<file path="src/rtl/invert_seq_pkg.sv">
// Shared state encoding and default geometry for the frame invert sequencer.
package invert_seq_pkg;

  localparam int DEF_ADDR_W = 16;
  localparam int DEF_N_PIX  = 65536;

  typedef enum logic [1:0] {
    ST_IDLE  = 2'd0,
    ST_RUN   = 2'd1,
    ST_DRAIN = 2'd2,
    ST_DONE  = 2'd3
  } seq_state_t;

endpackage

</file>
<file path="src/rtl/invert_seq_pipe.sv">
// Two-stage valid+index delay line that follows each read through the memory
// and the inverter; clr flushes both valids without disturbing the indices.
module invert_seq_pipe #(
  parameter int IDX_W = 16
) (
  input  logic             clk,
  input  logic             rst,
  input  logic             clr,
  input  logic             in_valid,
  input  logic [IDX_W-1:0] in_idx,
  output logic             s1_valid,
  output logic             s2_valid,
  output logic [IDX_W-1:0] s2_idx
);

  logic [IDX_W-1:0] s1_idx;

  always_ff @(posedge clk) begin
    if (rst) begin
      s1_valid <= 1'b0;
      s2_valid <= 1'b0;
      s1_idx   <= '0;
      s2_idx   <= '0;
    end else if (clr) begin
      s1_valid <= 1'b0;
      s2_valid <= 1'b0;
    end else begin
      s1_valid <= in_valid;
      s1_idx   <= in_idx;
      s2_valid <= s1_valid;
      s2_idx   <= s1_idx;
    end
  end

endmodule

</file>
<file path="src/rtl/invert_sequencer.sv">
// Streams one frame from src_base through an external registered inverter to dst_base.
//   state    | meaning
//   ST_IDLE  | waiting for start, pix_count holds last result
//   ST_RUN   | issuing one read per cycle
//   ST_DRAIN | two cycles letting the last reads reach the write port
//   ST_DONE  | one-cycle done pulse
module invert_sequencer
  import invert_seq_pkg::*;
#(
  parameter int ADDR_W = DEF_ADDR_W,
  parameter int N_PIX  = DEF_N_PIX
) (
  input  logic              clk,
  input  logic              rst,
  input  logic              start,
  input  logic              abort,
  input  logic [ADDR_W-1:0] src_base,
  input  logic [ADDR_W-1:0] dst_base,
  output logic              busy,
  output logic              done,
  output logic              mem_rd_en,
  output logic [ADDR_W-1:0] mem_rd_addr,
  input  logic [7:0]        mem_rd_data,
  output logic [7:0]        inv_din,
  input  logic [7:0]        inv_dout,
  output logic              mem_wr_en,
  output logic [ADDR_W-1:0] mem_wr_addr,
  output logic [7:0]        mem_wr_data,
  output logic [ADDR_W:0]   pix_count
);

  localparam logic [ADDR_W:0] LAST_IDX = (ADDR_W+1)'(N_PIX - 1);

  seq_state_t        state;
  logic [ADDR_W-1:0] src_q;
  logic [ADDR_W-1:0] dst_q;
  logic [ADDR_W-1:0] idx;
  logic              drain_cnt;
  logic              pipe_clr;
  logic              s1_valid;
  logic              s2_valid;
  logic [ADDR_W-1:0] s2_idx;

  assign pipe_clr = abort && (state == ST_RUN || state == ST_DRAIN);

  invert_seq_pipe #(.IDX_W(ADDR_W)) u_pipe (
    .clk      (clk),
    .rst      (rst),
    .clr      (pipe_clr),
    .in_valid (mem_rd_en),
    .in_idx   (idx),
    .s1_valid (s1_valid),
    .s2_valid (s2_valid),
    .s2_idx   (s2_idx)
  );

  assign mem_rd_addr = src_q + idx;
  assign inv_din     = s1_valid ? mem_rd_data : 8'd0;
  assign mem_wr_en   = s2_valid;
  assign mem_wr_addr = dst_q + s2_idx;
  assign mem_wr_data = inv_dout;

  always_ff @(posedge clk) begin
    if (rst) begin
      state     <= ST_IDLE;
      src_q     <= '0;
      dst_q     <= '0;
      idx       <= '0;
      drain_cnt <= 1'b0;
      busy      <= 1'b0;
      done      <= 1'b0;
      mem_rd_en <= 1'b0;
      pix_count <= '0;
    end else begin
      done <= 1'b0;
      // A write leaving stage 2 this cycle counts even if abort lands on the same edge.
      if (s2_valid) pix_count <= pix_count + 1'b1;
      case (state)
        ST_IDLE: begin
          if (start) begin
            state     <= ST_RUN;
            src_q     <= src_base;
            dst_q     <= dst_base;
            idx       <= '0;
            pix_count <= '0;
            busy      <= 1'b1;
            mem_rd_en <= 1'b1;
          end
        end
        ST_RUN: begin
          if (abort) begin
            state     <= ST_IDLE;
            busy      <= 1'b0;
            mem_rd_en <= 1'b0;
          end else if ({1'b0, idx} == LAST_IDX) begin
            state     <= ST_DRAIN;
            mem_rd_en <= 1'b0;
            drain_cnt <= 1'b1;
          end else begin
            idx <= idx + 1'b1;
          end
        end
        ST_DRAIN: begin
          if (abort) begin
            state <= ST_IDLE;
            busy  <= 1'b0;
          end else if (drain_cnt == 1'b0) begin
            state <= ST_DONE;
            busy  <= 1'b0;
            done  <= 1'b1;
          end else begin
            drain_cnt <= drain_cnt - 1'b1;
          end
        end
        ST_DONE: state <= ST_IDLE;
        default: state <= ST_IDLE;
      endcase
    end
  end

endmodule
</file>
<file path="config.mk">
export PLATFORM = sky130hd
export DESIGN_NAME = invert_sequencer
export DESIGN_NICKNAME = d
export VERILOG_FILES = /design/src/rtl/invert_seq_pkg.sv /design/src/rtl/invert_seq_pipe.sv /design/src/rtl/invert_sequencer.sv
export SDC_FILE = /design/constraint.sdc
export NUM_CORES = 1
export LEC_CHECK = 0
export CAP_MARGIN = 5
export CORE_ASPECT_RATIO = 0.6
export CORE_MARGIN = 2
export CORE_UTILIZATION = 35
export DETAILED_ROUTE_END_ITERATION = 8
export HOLD_SLACK_MARGIN = 0.1
export MAX_ROUTING_LAYER = met4
export PLACE_DENSITY_LB_ADDON = 0.15
export REMOVE_ABC_BUFFERS = 1
export SYNTH_ARGS = -nofsm -noshare
export SYNTH_HDL_FRONTEND = slang
export SYNTH_SLANG_ARGS = --single-unit
export TNS_END_PERCENT = 1
</file>
<file path="constraint.sdc">
create_clock -name clk -period 2.92 [get_ports clk]
set_input_delay 0.292 -clock clk [delete_from_list [all_inputs] [get_ports clk]]
set_output_delay 0.292 -clock clk [all_outputs]
set_load 0.01 [all_outputs]
</file>
==> flow_metrics.env, run 1 <==
export IMPL_synth_area_leader_cell="dfxtp_1"
export IMPL_post_route_period_util=0.9949
export IMPL_synth_top_area_share=0.3588
export IMPL_outcome="finished clean"
export IMPL_grt_pass1_wl_um=26940
export IMPL_wirelength_um=16600
export IMPL_cp_start_kind="register"
export IMPL_synthMuxAreaShare=0.007048
export IMPL_tritoncts="done"
export IMPL_drc=0
export IMPL_fp_dieH_um=104.2
export IMPL_slowest_delay_ps=550
export IMPL_slew_viol_final=0
export IMPL_ff2ff_path_depth=6
export IMPL_htreeDepth=3
export IMPL_multi_input_area_mm2=0.003649
export IMPL_relSlewSlack=0.5464
export IMPL_setup_viol=0
export IMPL_yosys_warnings=0
export IMPL_synthTopCellsByArea="dfxtp_1 36%, nand2_1 11%, a21oi_1 7.9%, ha_1 7.7%, xnor2_1 3.0%"
export IMPL_ys_ff_latch=105
export IMPL_cts_max_path_buffers=2
export IMPL_drt_initial_drc_count=438
export IMPL_diodes=0
export IMPL_synth_xor_area_frac=0.05831
export IMPL_dp_hpwl_um=12190
export IMPL_grt_pass1_vias=5391
export IMPL_rows=36
export IMPL_final_util=0.4696
export IMPL_leakage_nw=3.011
export IMPL_power_w=0.003343
export IMPL_wl_per_cell_um=15.44
export IMPL_yosys_area_share_simple=0.2388
export IMPL_nets=932
export IMPL_synth_compound_area_frac=0.2153
export IMPL_vias=5635
export IMPL_drive_gt1_frac=0.09445
export IMPL_final_hold_violation_count=0
export IMPL_initial_core_util=0.3593
export IMPL_grt_util_all_layers=0.1926
export IMPL_p_per_area_mw_per_mm2=436.5
export IMPL_clock_latency_ps=340
export IMPL_register_area_mm2=0.002102
export IMPL_postSynthAreaPerCell_um2=7.959
export IMPL_antenna_found_initial=0
export IMPL_post_route_min_period_ps=2905
export IMPL_postCtsHoldBufs=0
export IMPL_worstPathArrival_ps=2610
export IMPL_place_congestion=0.8993
export IMPL_ant_nets=0
export IMPL_grt_overflow=0
export IMPL_clockRootBuffer="clkbuf_16"
export IMPL_clk_pin_slew_ps=70
export IMPL_vdd_ir_drop_max_uv=293.5
export IMPL_io_pins=121
export IMPL_syn_inst=736
export IMPL_core_area_mm2=0.01631
export IMPL_synth_cell_type_count=63
export IMPL_required_ps=2630
export IMPL_grt_start_max_net_pins=49
export IMPL_critPathMaxFanout=2
export IMPL_hold_class="in2reg"
export IMPL_synth_top_family_by_area="simple AND/OR/NAND/NOR gates"
export IMPL_async_flop_share=0
export IMPL_synthAdderAreaFrac=0.08372
export IMPL_io_buffers=104
export IMPL_rsz0062_at_grt="yes"
export IMPL_synth_area_mm2=0.005858
export IMPL_post_cts_setup_buffers=0
export IMPL_vias_per_cell=5.242
export IMPL_worst_clock_skew_ps=7.494
export IMPL_syn2layout_area_growth_pct=30.71
export IMPL_die_w_um=171.0
export IMPL_crit_chain="ha_1 -> a2111oi_4 -> o21ai_1 -> buf_4 -> a41oi_2 -> xnor2_1 -> clkdlybuf4s50_1"
export IMPL_ys_seq_area_frac=0.3588
export IMPL_synthFlopType="dfxtp_1"
export IMPL_n_fill_cell=1597
export IMPL_cts_buffers=9
export IMPL_holdPathStages=2
export IMPL_critical_path_class="reg2out"
export IMPL_synth_edf_count=0
export IMPL_maxCapViolCount=0
export IMPL_tightest_slew_ps=677.9
export IMPL_max_freq_ghz=0.3442
export IMPL_die_area_mm2=0.01782
export IMPL_drtPass1Iterations=5
export IMPL_end_kind="output pin"
export IMPL_slowest_stage="clkdlybuf4s50_1"
export IMPL_cts_num_sinks=105
## cell type report
class                      instances  area share
multi-input combinational        581      0.4765
sequential                       105      0.2745
timing repair buffer             134      0.1642
tap                              228     0.03725
clock buffer                      12     0.03219
clock inverter                     4    0.009967
inverter                          11    0.005392
## Yosys cell counts, drive strengths merged, types with 3 or more instances
library cell	count
xnor2	20
clkbuf	25
a31oi	3
o311ai	3
o21a	4
o21ai	29
nor4	6
nand4	9
nor3b	3
buf	14
a21o	14
a41oi	5
or3	5
nor3	11
a211oi	10
mux2i	3
and2	15
xor2	19
nor2b	3
ha	36
and3	12
a2111oi	4
nand3	18
nand2b	6
inv	10
dfxtp	105
nor2	34
a21oi	94
o21bai	3
nand2	169
a211o	3
o211ai	5
## cells in the final DEF (no fill, tap or decap), types with 5 or more instances in the layout
master and count:
or3_1 5, nand2b_1 6, nor2_1 34, dfxtp_1 105, and3_1 12, and2_1 15
nor4_1 6, nand3_1 14, a21oi_1 90, dlygate4sd2_1 8, ha_1 32, nand2_1 168
o21ai_0 25, xnor2_1 20, a21o_1 14, nand4_1 9, inv_1 10, clkbuf_16 9
a211oi_1 6, xor2_1 19, clkdlybuf4s50_1 89, nor3_1 11, o211ai_1 5, buf_4 30
## power breakdown
part	leakage, nW	switching [W]	internal [W]
clock	0.153	0.000537	0.000778
sequential	0.852	0.0000306	0.00147
combinational	2.01	0.000289	0.000235
total	3.01	0.000857	0.00249
## routing by layer
layer / up-vias / global-route usage / share of wire
met1: 2651 / 0.2883 / 0.54
met5: - / - / 0
met2: 159 / 0.2656 / 0.40
li1: 2810 / - / -
met3: 15 / 0.04072 / 0.052
met4: 0 / 0.03511 / 0.0086
## per-stage QoR
stage          std cells  TNS [ps]  setup slack (ps)  hold WS, ps  instance area, µm²
6_report            1075         0             14.99        357.8                7657
5_1_grt             1075    -253.5            -120.8        342.5                7657
4_1_cts             1075    -148.9            -61.58        333.1                7612
3_5_place_dp        1059    -331.8            -102.3        447.5                7223
3_3_place_gp        1059    -93.69            -63.35        444.3                7223
2_1_floorplan        697         0             485.7        361.1                5677
## state kept, by name, indices dropped and copies added, names as in the netlist
name and count:
u_pipe.s2_valid 1, dst_q 16, busy 1, mem_rd_en 1, drain_cnt 1, pix_count 17, done 1, src_q 16
idx 16, u_pipe.s2_idx 16, u_pipe.s1_idx 16, state 2, u_pipe.s1_valid 1
## logic make-up after synthesis
| family | after synthesis |
|---|---|
| buf+inv | 50 |
| compound gates | 198 |
| simple gates | 302 |
| xor+xnor | 39 |
| mux | 4 |
| flops | 105 |
| fa+ha+maj | 38 |
## worst paths after layout
check,from,end,slack [ps]
setup / recovery,dst_q[6],mem_wr_addr[9],10
hold reg to reg,u_pipe.s1_idx[0],u_pipe.s1_idx[0],450
hold / removal,rst,mem_rd_en,360
setup reg to reg,idx[1],state[0],610
## critical path: cells and delay by family, from the launching register on
family	cells	cell delay, ps
AOI/OAI and AO/OA	3	730
xor gates and xnor gates	1	140
buffers and inverters	2	720
adders and majority gates	1	340
DFF	1	320
## timing repair
item / CTS / global route
gates resized for setup: 28 / 18
cloned: 0 / 0
pin swaps: 4 / 3
setup endpoints to repair: 16 / 11
endpoints found under the hold margin: 0 / 0
No activity file was read; power rests on OpenSTA's default activity.
==> run 2, diff against run 1 <==
--- a/config.mk
+++ b/config.mk
@@ -7,7 +7,7 @@
 export LEC_CHECK = 0
 export CAP_MARGIN = 5
 export CORE_ASPECT_RATIO = 0.6
-export CORE_MARGIN = 2
+export CORE_MARGIN = 5
 export CORE_UTILIZATION = 35
 export DETAILED_ROUTE_END_ITERATION = 8
 export HOLD_SLACK_MARGIN = 0.1
==> run 2 against run 1 <==
The run now ends with negative setup slack left. Flip-flop and latch count did not move. Core utilization fell by 0.35 points. Combinational power barely moved. Cell count rose by 0.56%. Total power fell by 6.0%. Die area rose by 9.5%. Register-to-register slack improved by 40 ps. Non-clock buffer count rose by 7. Wire length rose by 1.7%. First-iteration DRC count fell by 14%. Critical path depth rose by 1. Critical path type unchanged. Largest power group unchanged.
==> flow_metrics.env, run 2 (synthesis gave the netlist of run 1 again) <==
export IMPL_nets=939
export IMPL_grt_pass1_wl_um=27830
export IMPL_rows=36
export IMPL_placed_area_mm2=0.007246
export IMPL_cts_num_sinks=105
export IMPL_vias_per_cell=5.198
export IMPL_holdWs_ps=452.9
export IMPL_holdPathStages=2
export IMPL_syn2layout_area_growth_pct=29.73
export IMPL_htreeDepth=3
export IMPL_ff2ff_path_depth=6
export IMPL_critical_path_class="reg2out"
export IMPL_required_ps=2630
export IMPL_cp_start_kind="register"
export IMPL_slew_viol_final=0
export IMPL_dp_hpwl_um=12540
export IMPL_relSlewSlack=0.5700
export IMPL_initial_core_util=0.3593
export IMPL_end_kind="output pin"
export IMPL_fp_dieH_um=110.2
export IMPL_worst_clock_skew_ps=7.292
export IMPL_top_register="pix_count"
export IMPL_ant_nets=0
export IMPL_worst_slack_ps=-15.67
export IMPL_r2r_start="idx[1]"
export IMPL_cts_max_path_buffers=2
export IMPL_tritoncts="done"
export IMPL_drc=0
export IMPL_post_route_min_period_ps=2936
export IMPL_clock_latency_ps=350
export IMPL_setup_viol=1
export IMPL_largest_reg_flops=17
export IMPL_final_util=0.4661
export IMPL_max_freq_ghz=0.3406
export IMPL_vdd_ir_drop_max_uv=235.7
export IMPL_outcome="finished with violations"
export IMPL_rsz0062_at_grt="yes"
export IMPL_vias=5619
export IMPL_final_cell_area_mm2=0.007600
export IMPL_register_area_mm2=0.002106
export IMPL_holdCritStartpoint="u_pipe.s1_idx[15]"
export IMPL_core_area_mm2=0.01631
export IMPL_worstHoldEndpoint="u_pipe.s1_idx[15]"
export IMPL_cts_buffers=9
export IMPL_worstPathArrival_ps=2640
export IMPL_dpl_cell_count=1062
export IMPL_layout_commonest_cell="nand2_1"
export IMPL_grt_util_all_layers=0.1815
export IMPL_diodes=0
export IMPL_postCtsHoldBufs=0
export IMPL_violations="negative setup slack"
export IMPL_antenna_found_initial=0
export IMPL_io_pins=121
export IMPL_place_congestion=0.8726
export IMPL_dp_slack_ps=-124.6
export IMPL_die_area_mm2=0.01951
export IMPL_rrSetupSlack_ps=650
export IMPL_io_buffers=104
export IMPL_leakage_nw=2.998
export IMPL_clockRootBuffer="clkbuf_16"
export IMPL_drive_gt1_frac=0.09965
export IMPL_grt_pass1_vias=5504
export IMPL_critPathMaxFanout=5
export IMPL_final_hold_violation_count=0
export IMPL_grt_start_max_net_pins=58
export IMPL_grt_overflow=0
export IMPL_multi_input_area_mm2=0.003601
export IMPL_drtPass1Iterations=5
export IMPL_p_per_area_mw_per_mm2=413.3
export IMPL_n_fill_cell=1652
export IMPL_tightest_slew_ps=642.7
export IMPL_wl_per_cell_um=15.61
export IMPL_die_w_um=177.0
export IMPL_layout_common_cells="168 x nand2_1, 102 x dfxtp_1, 92 x a21oi_1"
export IMPL_wirelength_um=16870
export IMPL_instances_no_fill=1081
export IMPL_maxCapViolCount=0
export IMPL_hold_class="reg2reg"
export IMPL_clk_pin_slew_ps=70
export IMPL_drt_initial_drc_count=375
export IMPL_post_route_period_util=1.005
export IMPL_r2r_end="state[0]"
## run 2: cell count changes in the layout (fill, tap and decap cells not counted), moves of 3 or more
cell     delta
dfxtp_1     -3
ha_2        -3
buf_4       +6
dfxtp_2     +3
ha_1        +3
## run 2: how the worst max path moves through the flow
stage	start	end	slack [ps]
finish	idx[3]	mem_rd_addr[9]	-20
global route	src_q[1]	mem_rd_addr[9]	-120
CTS	src_q[0]	mem_rd_addr[12]	-160
detailed placement	dst_q[0]	mem_wr_addr[14]	-120
global placement	dst_q[0]	mem_wr_addr[14]	-70
floorplan	dst_q[0]	mem_wr_addr[12]	490
## run 2: what timing repair did
item,4_1_cts,5_1_grt
pin swaps,2,7
gates cloned,0,0
resized for setup,24,22
buffers inserted,2,2
setup endpoints to repair,17,11
## run 2: area by class of cell
type,instances,share of cell area
sequential,105,0.2771
clock buffer,9,0.02963
tap,228,0.03754
inverter,11,0.005433
clock inverter,6,0.005927
multi-input combinational,581,0.4738
timing repair buffer,141,0.1706
## run 2: metal layers
layer,wire [µm],up-vias,global-route usage
met5,0,-,-
met2,6919,189,0.2653
met3,1081,7,0.04022
met1,8783,2601,0.2607
met4,87,0,0.03146
li1,-,2822,-
## run 2: per-stage QoR
step	TNS, ps	total power (W)
2_1_floorplan	0	0.001783
3_3_place_gp	-134.2	0.002057
3_5_place_dp	-375.7	0.002067
4_1_cts	-368.6	0.003194
5_1_grt	-405.5	0.003311
6_report	-15.67	0.003141
## run 2: critical path: stages, from the launching register on
cell and delay, ps:
dfxtp_1 400, ha_1 390, o21ai_0 130, o21ai_0 190
buf_4 170, o31ai_1 110, o21a_1 220, xnor2_1 140
clkdlybuf4s50_1 550
## run 2: report_power, final
group / switching [W] / total [W] / internal [W]
clock: 0.000540 / 0.00112 / 0.000576
sequential: 0.0000298 / 0.00150 / 0.00147
combinational: 0.000290 / 0.000522 / 0.000232
total: 0.000859 / 0.00314 / 0.00228
